<file path="config.mk">
export PLATFORM = sky130hd
export DESIGN_NAME = signedmul_arbiter
export DESIGN_NICKNAME = d
export VERILOG_FILES = /design/src/rtl/signedmul_pkg.sv /design/src/rtl/signedmul_core.sv /design/src/rtl/signedmul_arbiter.sv
export SDC_FILE = /design/constraint.sdc
export NUM_CORES = 1
export LEC_CHECK = 0
export CORE_MARGIN = 4
export CORE_UTILIZATION = 30
export CTS_BUF_LIST = sky130_fd_sc_hd__clkbuf_4
export DETAILED_ROUTE_END_ITERATION = 12
export GPL_TIMING_DRIVEN = 0
export PLACE_DENSITY = 0.49
export SLEW_MARGIN = 20
export SYNTH_ARGS = -nofsm -noshare
export SYNTH_HDL_FRONTEND = slang
export SYNTH_HIERARCHICAL = 1
export SYNTH_SLANG_ARGS = --single-unit
</file>
<file path="constraint.sdc">
create_clock -name clk -period 5.5 [get_ports clk]
set_clock_uncertainty 0.2 [all_clocks]
set_input_delay 1.1 -clock clk [delete_from_list [all_inputs] [get_ports clk]]
set_output_delay 1.1 -clock clk [all_outputs]
set_load 0.05 [all_outputs]
</file>
<file path="src/rtl/signedmul_pkg.sv">
// Shared types, constants and the round-robin pick helper for the
// Q4.12 shared-multiplier arbiter.
package signedmul_pkg;

  localparam int unsigned SM_DATA_W = 16;
  localparam int unsigned SM_FRAC_W = 12;
  localparam int unsigned RR_MAX    = 8;

  typedef logic signed [SM_DATA_W-1:0] q4_12_t;

  localparam q4_12_t Q_MAX = 16'sh7FFF;
  localparam q4_12_t Q_MIN = 16'sh8000;

  // First valid requester after `last`, wrapping modulo n; one-hot result.
  function automatic logic [RR_MAX-1:0] rr_pick(input logic [RR_MAX-1:0] valid,
                                                input logic [2:0]        last,
                                                input int unsigned       n);
    logic [RR_MAX-1:0] grant;
    logic              found;
    logic [2:0]        idx;
    grant = '0;
    found = 1'b0;
    for (int unsigned k = 1; k <= RR_MAX; k++) begin
      idx = 3'((32'(last) + k) % n);
      if (k <= n && !found && valid[idx]) begin
        grant[idx] = 1'b1;
        found      = 1'b1;
      end
    end
    return grant;
  endfunction

endpackage

</file>
<file path="src/rtl/signedmul_core.sv">
// Two-stage sign/magnitude Q4.12 multiply pipeline with a shared stall enable.
// Define SIGNEDMUL_ARB_SAT_EN to saturate overflowing products instead of wrapping.
module signedmul_core
  import signedmul_pkg::*;
#(
  parameter int unsigned NUM_REQ = 4,
  parameter int unsigned DATA_W  = SM_DATA_W,
  parameter int unsigned FRAC_W  = SM_FRAC_W
) (
  input  logic               clk,
  input  logic               reset,
  input  logic               i_en,
  input  logic               i_valid,
  input  logic [NUM_REQ-1:0] i_tag,
  input  logic [DATA_W-1:0]  i_a,
  input  logic [DATA_W-1:0]  i_b,
  output logic               o_valid,
  output logic [NUM_REQ-1:0] o_tag,
  output logic [DATA_W-1:0]  o_data_c,
  output logic               o_busy
);

  localparam int unsigned PROD_W = 2 * DATA_W;
  localparam int unsigned MSB    = FRAC_W + DATA_W - 1;

  logic               r_s1_valid;
  logic               r_s1_sign;
  logic [DATA_W-1:0]  r_s1_mag_a;
  logic [DATA_W-1:0]  r_s1_mag_b;
  logic [NUM_REQ-1:0] r_s1_tag;
  logic               r_s2_valid;
  logic               r_s2_sign;
  logic [PROD_W-1:0]  r_s2_mag;
  logic [NUM_REQ-1:0] r_s2_tag;

  logic [DATA_W-1:0]  w_mag_a;
  logic [DATA_W-1:0]  w_mag_b;
  logic [DATA_W-1:0]  w_q;
  logic [DATA_W-1:0]  w_q_neg;
  logic [DATA_W-1:0]  w_res;
  logic               w_unused_bits;

  // Unsigned negation keeps the most negative input as a full-scale magnitude.
  assign w_mag_a = i_a[DATA_W-1] ? (~i_a + DATA_W'(1)) : i_a;
  assign w_mag_b = i_b[DATA_W-1] ? (~i_b + DATA_W'(1)) : i_b;

  always_ff @(posedge clk) begin
    if (reset) begin
      r_s1_valid <= 1'b0;
      r_s1_sign  <= 1'b0;
      r_s1_mag_a <= '0;
      r_s1_mag_b <= '0;
      r_s1_tag   <= '0;
      r_s2_valid <= 1'b0;
      r_s2_sign  <= 1'b0;
      r_s2_mag   <= '0;
      r_s2_tag   <= '0;
    end else if (i_en) begin
      r_s1_valid <= i_valid;
      r_s1_sign  <= i_a[DATA_W-1] ^ i_b[DATA_W-1];
      r_s1_mag_a <= w_mag_a;
      r_s1_mag_b <= w_mag_b;
      r_s1_tag   <= i_tag;
      r_s2_valid <= r_s1_valid;
      r_s2_sign  <= r_s1_sign;
      r_s2_mag   <= PROD_W'(r_s1_mag_a) * PROD_W'(r_s1_mag_b);
      r_s2_tag   <= r_s1_tag;
    end
  end

  // Truncate toward zero on the magnitude, then restore the sign.
  assign w_q     = r_s2_mag[MSB:FRAC_W];
  assign w_q_neg = ~w_q + DATA_W'(1);

`ifdef SIGNEDMUL_ARB_SAT_EN
  localparam logic [PROD_W-1:0] LIM = PROD_W'(1) << MSB;

  always_comb begin
    w_res = r_s2_sign ? w_q_neg : w_q;
    if (!r_s2_sign && (r_s2_mag >= LIM)) begin
      w_res = DATA_W'(Q_MAX);
    end else if (r_s2_sign && (r_s2_mag > LIM)) begin
      w_res = DATA_W'(Q_MIN);
    end
  end
`else
  always_comb begin
    w_res = r_s2_sign ? w_q_neg : w_q;
  end
`endif

  assign w_unused_bits = ^{r_s2_mag[PROD_W-1:MSB+1], r_s2_mag[FRAC_W-1:0]};

  assign o_valid  = r_s2_valid;
  assign o_tag    = r_s2_tag;
  assign o_data_c = w_res;
  assign o_busy   = r_s1_valid | r_s2_valid;

endmodule

</file>
<file path="src/rtl/signedmul_arbiter.sv">
// Round-robin arbiter sharing one Q4.12 multiplier among NUM_REQ requesters.
// Define SIGNEDMUL_ARB_SAT_EN to saturate overflowing products instead of wrapping.
module signedmul_arbiter
  import signedmul_pkg::*;
#(
  parameter int unsigned NUM_REQ = 4,
  parameter int unsigned DATA_W  = SM_DATA_W,
  parameter int unsigned FRAC_W  = SM_FRAC_W
) (
  input  logic                      clk,
  input  logic                      reset,
  input  logic [NUM_REQ-1:0]        req_valid,
  input  logic [NUM_REQ*DATA_W-1:0] req_a,
  input  logic [NUM_REQ*DATA_W-1:0] req_b,
  output logic [NUM_REQ-1:0]        req_ready,
  input  logic                      resp_stall,
  output logic [NUM_REQ-1:0]        resp_valid,
  output logic [DATA_W-1:0]         resp_data,
  output logic                      busy
);

  localparam int unsigned IDX_W = (NUM_REQ > 1) ? $clog2(NUM_REQ) : 1;

  logic [IDX_W-1:0]   r_last;
  logic [RR_MAX-1:0]  w_pick;
  logic               w_xfer;
  logic [IDX_W-1:0]   w_idx;
  logic [DATA_W-1:0]  w_a;
  logic [DATA_W-1:0]  w_b;
  logic               w_core_valid;
  logic [NUM_REQ-1:0] w_core_tag;
  logic [DATA_W-1:0]  w_core_data;
  logic               w_core_busy;

  // Grant is combinational from req_valid and suppressed while stalled or in reset.
  assign w_pick    = rr_pick(RR_MAX'(req_valid), 3'(r_last), NUM_REQ);
  assign req_ready = (reset || resp_stall) ? '0 : w_pick[NUM_REQ-1:0];
  assign w_xfer    = |req_ready;

  always_comb begin
    w_idx = '0;
    w_a   = '0;
    w_b   = '0;
    for (int i = 0; i < NUM_REQ; i++) begin
      if (req_ready[i]) begin
        w_idx = IDX_W'(i);
        w_a   = req_a[i*DATA_W +: DATA_W];
        w_b   = req_b[i*DATA_W +: DATA_W];
      end
    end
  end

  always_ff @(posedge clk) begin
    if (reset) begin
      r_last <= IDX_W'(NUM_REQ - 1);
    end else if (w_xfer) begin
      r_last <= w_idx;
    end
  end

  signedmul_core #(
    .NUM_REQ (NUM_REQ),
    .DATA_W  (DATA_W),
    .FRAC_W  (FRAC_W)
  ) u_core (
    .clk      (clk),
    .reset    (reset),
    .i_en     (!resp_stall),
    .i_valid  (w_xfer),
    .i_tag    (req_ready),
    .i_a      (w_a),
    .i_b      (w_b),
    .o_valid  (w_core_valid),
    .o_tag    (w_core_tag),
    .o_data_c (w_core_data),
    .o_busy   (w_core_busy)
  );

  assign resp_valid = w_core_valid ? w_core_tag  : '0;
  assign resp_data  = w_core_valid ? w_core_data : '0;
  assign busy       = w_core_busy;

endmodule
</file>
== Yosys cells after proc, flatten, opt, wreduce, memory -nomap -nowiden ==
Cells that the tools add are included.
Storage, ports and cells
  input bits: 135
  bits in registers: 74
Cells by class
  $add $sub $neg: 7
  muxes and demuxes: 40
  bitwise logic cells: 8
  reduce and logical (&&, ||, !) cells: 12
  $lt $le $gt $ge: 8
  $mul: 1
Operator list (count)
  2-to-1 mux 16 bit: 12
  adder 16 x 1 -> 16 bit, second input constant: 3
  inverter 16 bit: 3
  multiplier 16 x 16 -> 28 bit: 1
  2-to-1 mux 4 bit: 6
  < comparator 2 x 4 -> 1 bit, second input constant: 4
  2-to-1 mux 1 bit: 12
  bitwise OR 4 bit: 3
  binary-select mux 1 bit (select 2 bit): 4
  demux 1 bit (select 2 bit): 4
  >= comparator 2 x 1 -> 1 bit, second input constant: 4
  logical AND 1 bit: 7
  adder 2 x 1 -> 2 bit, second input constant: 2
  adder 2 bit, second input constant: 2
  2-to-1 mux 2 bit: 2
  OR reduction 4 bit: 1
  zero test 1 bit: 3
  logical OR 1 bit: 1
  bitwise OR 1 bit: 1
  bitwise XOR 1 bit: 1

== Logic depth before layout (Yosys ltp) ==
  word-level depth: 21
  gate-level depth with buffers: 22
  mapped depth without buffers: 21

== Cells and area by module ==
The synthesis kept the hierarchy.
By module, submodules not included
  signedmul_core: cells an instance 1230, times used 1, area an instance 10682.7 sq um
  signedmul_arbiter: cells an instance 216, times used 1, area an instance 1756.7 sq um

== Worst setup path after synthesis ==
OpenSTA, ideal clock, no wires.
  path kind: register to register
  start point: register u_core.r_s1_mag_b[9]
  end point: register u_core.r_s2_mag[22]
  buffers on the path: 2
  data required time: 5.194 ns
  stages on the path, launching flop included: 23
  arrival: 5.766 ns
  slack: -0.572 ns
  library setup time: 0.106 ns
  path through: dfxtp_1 > clkbuf_1 > clkbuf_1 > nand2_1 > fa_1 > inv_1 > fa_1 > inv_1 > fa_1 > inv_1 > fa_1 > fa_1 > inv_1 > fa_1 > inv_1 > ha_1 > nor3_1 > and4b_1 > o221ai_1 > a21oi_1 > a31oi_1 > or4b_2 > o311ai_0
Between the ends
  cells in the longest elaborated chain, start to end: 1
RTL lines
  start: declaration: RTL line signedmul_core.sv:29  | logic [DATA_W-1:0] r_s1_mag_b;
  start signal: assignment: RTL line signedmul_core.sv:62  | r_s1_mag_b <= w_mag_b;
  multiplier 16 x 16 -> 28 bit: RTL line signedmul_core.sv:66  | r_s2_mag <= PROD_W'(r_s1_mag_a) * PROD_W'(r_s1_mag_b);
  end signal: assignment: RTL line signedmul_core.sv:66
  end: declaration: RTL line signedmul_core.sv:33  | logic [PROD_W-1:0] r_s2_mag;
No other way between the ends.
A chain may end at the register's enable or synchronous reset.

== Worst setup path after layout ==
  start point: register u_core.r_s1_mag_a[10]
  end point: register u_core.r_s2_mag[22]
Between the ends
  cells in the longest elaborated chain, start to end: 1
RTL lines
  start: declaration: RTL line signedmul_core.sv:28  | logic [DATA_W-1:0] r_s1_mag_a;
  start signal: assignment: RTL line signedmul_core.sv:61  | r_s1_mag_a <= w_mag_a;
  multiplier 16 x 16 -> 28 bit: RTL line signedmul_core.sv:66
No other way between the ends.

==> key figures <==
Timing
  – Final Cycle Share: 108%
  – Max Slew Vio Count: 0
  – Max Fclk: roughly 0.17 GHz
  – Final worst slack: -0.463 ns
  – Final Hold Vio Count: 0
  – RSZ-0062 raised after global routing: true
  – Final setup TNS: -3.43 ns
  – Setup violations, final: 13
  – Hold WS: between 0.2 and 0.3 ns
  – Min cycle time layout: about 6 ns
  – Slew headroom: between 30% and 40%
  – Tightest Pin Transition: slightly below 1 ns

Logic synthesis
  – Asr flop ratio synth: 0%
  – Largest cells by area after synthesis: fa_1 30%, dfxtp_1 10%, ha_1 9.2%
  – Gate Count Post-Synth: 1446
  – Top FF cell, synth: dfxtp_1
  – Synth area leader: fa_1
  – Post-synth EDFFs: 0
  – Cell variety after synth: 76
  – Synthesized area per cell: between 8 and 9 um^2
  – Synthesized net count: ~1.9k
  – Mapped Area: 0.0124 mm^2
  – #FFs+latches synth: 62
  – Syn. warnings: 6
  – Area share of the largest cell type after synthesis: a little under a third
  – Seq/Total Area, Yosys: ~10%

Setup path
  – Critical path type: reg2reg
  – Max Fanout on Critical Path: 5
  – Origin of the critical flop-to-flop path: u_core/r_s1_mag_a[10]
  – CP Capture Type: flop
  – Startpoint Class: flop
  – WP data required: approximately 5.6 ns
  – Reg2reg end: u_core/r_s2_mag[22]
  – Crit path DAT: 6.09 ns
  – FF-to-FF setup slack: -0.46 ns
  – Reg2Reg Depth: 20

Global routing
  – Antenna violations before repair: 1
  – Largest net degree at the start of global routing: 16
  – Total GRT Usage: about a fifth
  – Number of global-route vias before repair: roughly 12k
  – Global-route wire length before repair: between 60 and 70 mm
  – Remaining global-route overflow: 0

Drt
  – Vias/cell: between 4 and 5
  – Vias: 11.0k
  – DRT iter0 DRCs: ~580
  – Residual DRC: 0
  – Detailed Route WL: about 44 mm
  – Drt wl/cell: 19.5 um
  – DR pass1 iterations: 5
  – Antenna-violating nets left: 0

Flow run
  – Max_cap viols: 0

Layout
  – Layout area overhead: 34.6%
  – Post-route insts no fill: 2241
  – Final #Nets: 2118
  – Fraction of layout cells with a size suffix above 1: a little under a fifth
  – Final instance area: roughly 0.017 mm^2

Placement
  – DP Wirelength: ~34 mm
  – I/O Buffers: approximately 160
  – Placed Cells: about 2.1k
  – GP Congestion: 0.817
  – Placed Area: between 0.015 and 0.02 mm^2

Power and ir drop
  – Worst vdd ir: 0.181 mV
  – Pleak: ~7.5 nW
  – Total power divided by cell area: about 310 mW/mm^2

Floorplanning
  – Die width: 212 um
  – Num ports: 160
  – Rows: 74
  – Initial Utilization: between 30% and 40%
  – Die Y: roughly 210 um
  – Core ar.: approximately 0.041 mm^2
  – Die area: between 0.04 and 0.05 mm^2

Outcome
  – Failing checks: setup timing
  – Status: complete, but fails checks

Hold path
  – Cells on Worst Hold Path: 2
  – Worst hold path endpoint: u_core/r_s2_mag[26]
  – Hold path startpoint: u_core/r_s2_mag[26]
  – Hold Path Class: reg2reg

Clock tree
  – Num CTS Buffers: 9
  – CTS Buffer Depth: 2
  – CTS Sinks: 62
  – CTS HTree Levels: 3
  – CTS clk-pin slew, worst paths: between 0.1 and 0.15 ns
  – CTS root buffer: clkbuf_4
  – Worst skew pair latency: about 0.42 ns
  – TritonCTS clock tree: done
## per-layer routing
metal | wire [um] | global-route usage [%]
met3 | 2720 | 3.68
met4 | 1190 | 5.22
met2 | 21400 | 33.5
met1 | 18500 | 24.9
met5 | 0 | 0
## power by group
part           internal [mW]  switching, mW  total, mW
Sequential             0.576          0.187      0.764
Combinational           1.82           2.29       4.11
Clock                  0.184          0.176      0.360
Total                   2.58           2.65       5.23
## how the worst max path moves through the flow
stage	start	cells after the start	to	slack (ns)
6_report	u_core/r_s1_mag_a[10]	20	u_core/r_s2_mag[22]	-0.46
5_1_grt	u_core/r_s1_mag_a[9]	20	u_core/r_s2_mag[27]	-0.63
4_1_cts	u_core/r_s1_mag_b[4]	20	u_core/r_s2_mag[22]	-0.50
3_5_place_dp	u_core/r_s1_mag_a[1]	18	u_core/r_s2_mag[15]	-1.12
3_3_place_gp	u_core/r_s1_mag_a[1]	18	u_core/r_s2_mag[15]	-1.07
2_1_floorplan	u_core/r_s1_mag_b[4]	20	u_core/r_s2_mag[22]	-0.05
## state kept, by name, summed over array words and instances (netlist names)
| signal | cells |
|---|---|
| u_core/r_s1_mag_b | 16 |
| u_core/r_s1_valid | 1 |
| r_last | 2 |
| u_core/r_s1_mag_a | 16 |
| u_core/o_tag | 4 |
| u_core/o_valid | 1 |
| u_core/r_s2_sign | 1 |
| u_core/r_s2_mag | 16 |
| u_core/r_s1_tag | 4 |
| u_core/r_s1_sign | 1 |
## placed cells by master, fill, tap and decap left out, drive strengths merged, types with 31 or more instances in the layout
cell type	instances
ha	91
nor2	73
o21ai	51
xor2	31
clkbuf	63
and2	149
dfxtp	62
inv	236
fa	188
buf	110
clkdlybuf4s50	153
nand2	176
mux2i	32
## worst max-delay path, stage by stage (launching register included)
cell and delay (ns):
dfxtp_4 0.40, clkbuf_16 0.17, and2_4 0.13, fa_1 0.50
inv_1 0.05, fa_1 0.49, inv_2 0.04, fa_1 0.55
fa_2 0.45, fa_1 0.50, inv_2 0.04, fa_2 0.56
inv_2 0.05, ha_4 0.28, nor3_4 0.04, and4b_1 0.30
o221ai_2 0.15, a21oi_4 0.22, a31oi_4 0.15, or4b_4 0.50
o311ai_1 0.08
## Yosys cell counts, types with 27 or more instances
| master | n |
|---|---|
| ha_1 | 91 |
| and2_1 | 149 |
| fa_1 | 188 |
| dfxtp_1 | 62 |
| xnor2_1 | 27 |
| inv_1 | 237 |
| xor2_1 | 31 |
| mux2i_1 | 32 |
| nor2_1 | 72 |
| o21ai_0 | 40 |
| clkbuf_1 | 59 |
| nand2_1 | 176 |
## repair_timing
action / CTS / global route
resized for setup: 144 / 89
endpoints found under the hold margin: 0 / 0
cloned: 1 / 1
setup endpoints to repair: 22 / 23
hold buffers: 0 / 0
buffers inserted: 50 / 39
pin swaps: 38 / 38
## final cells by class
cell class	count	area, um^2
Inverter	237	893
Timing Repair Buffer	249	2320
Fill cell	4238	24200
Clock buffer	10	75.1
Tap cell	532	666
Sequential cell	62	1360
Multi-Input combinational cell	1072	10600
Buffer	73	764
Clock inverter	5	75.1
Antenna cell	1	2.50
## stage by stage
stage	power, mW	util (%)	worst slack [ns]
2_1_floorplan	3.04	-	-0.0461
3_3_place_gp	4.09	36.8	-1.07
3_5_place_dp	4.12	36.8	-1.12
4_1_cts	4.95	39.4	-0.502
5_1_grt	5.67	40.9	-0.632
6_report	5.23	40.9	-0.463
## cell families (layout without fill, tap and decap cells)
kind of cell             count (synthesis)  count (layout)  share of synthesized area [%]
multiplexers                            37              37                           3.39
adder cells (fa/ha/maj)                279             279                           39.4
buffers and inverters                  312             574                           9.89
XOR/XNOR                                58              58                           4.08
flip-flops                              62              62                           9.98
AND/OR/NAND/NOR                        477             477                           19.5
AO/OA/AOI/OAI                          221             221                           13.8
other                                    0               1                              0
Power figures use the tool's default switching activity.
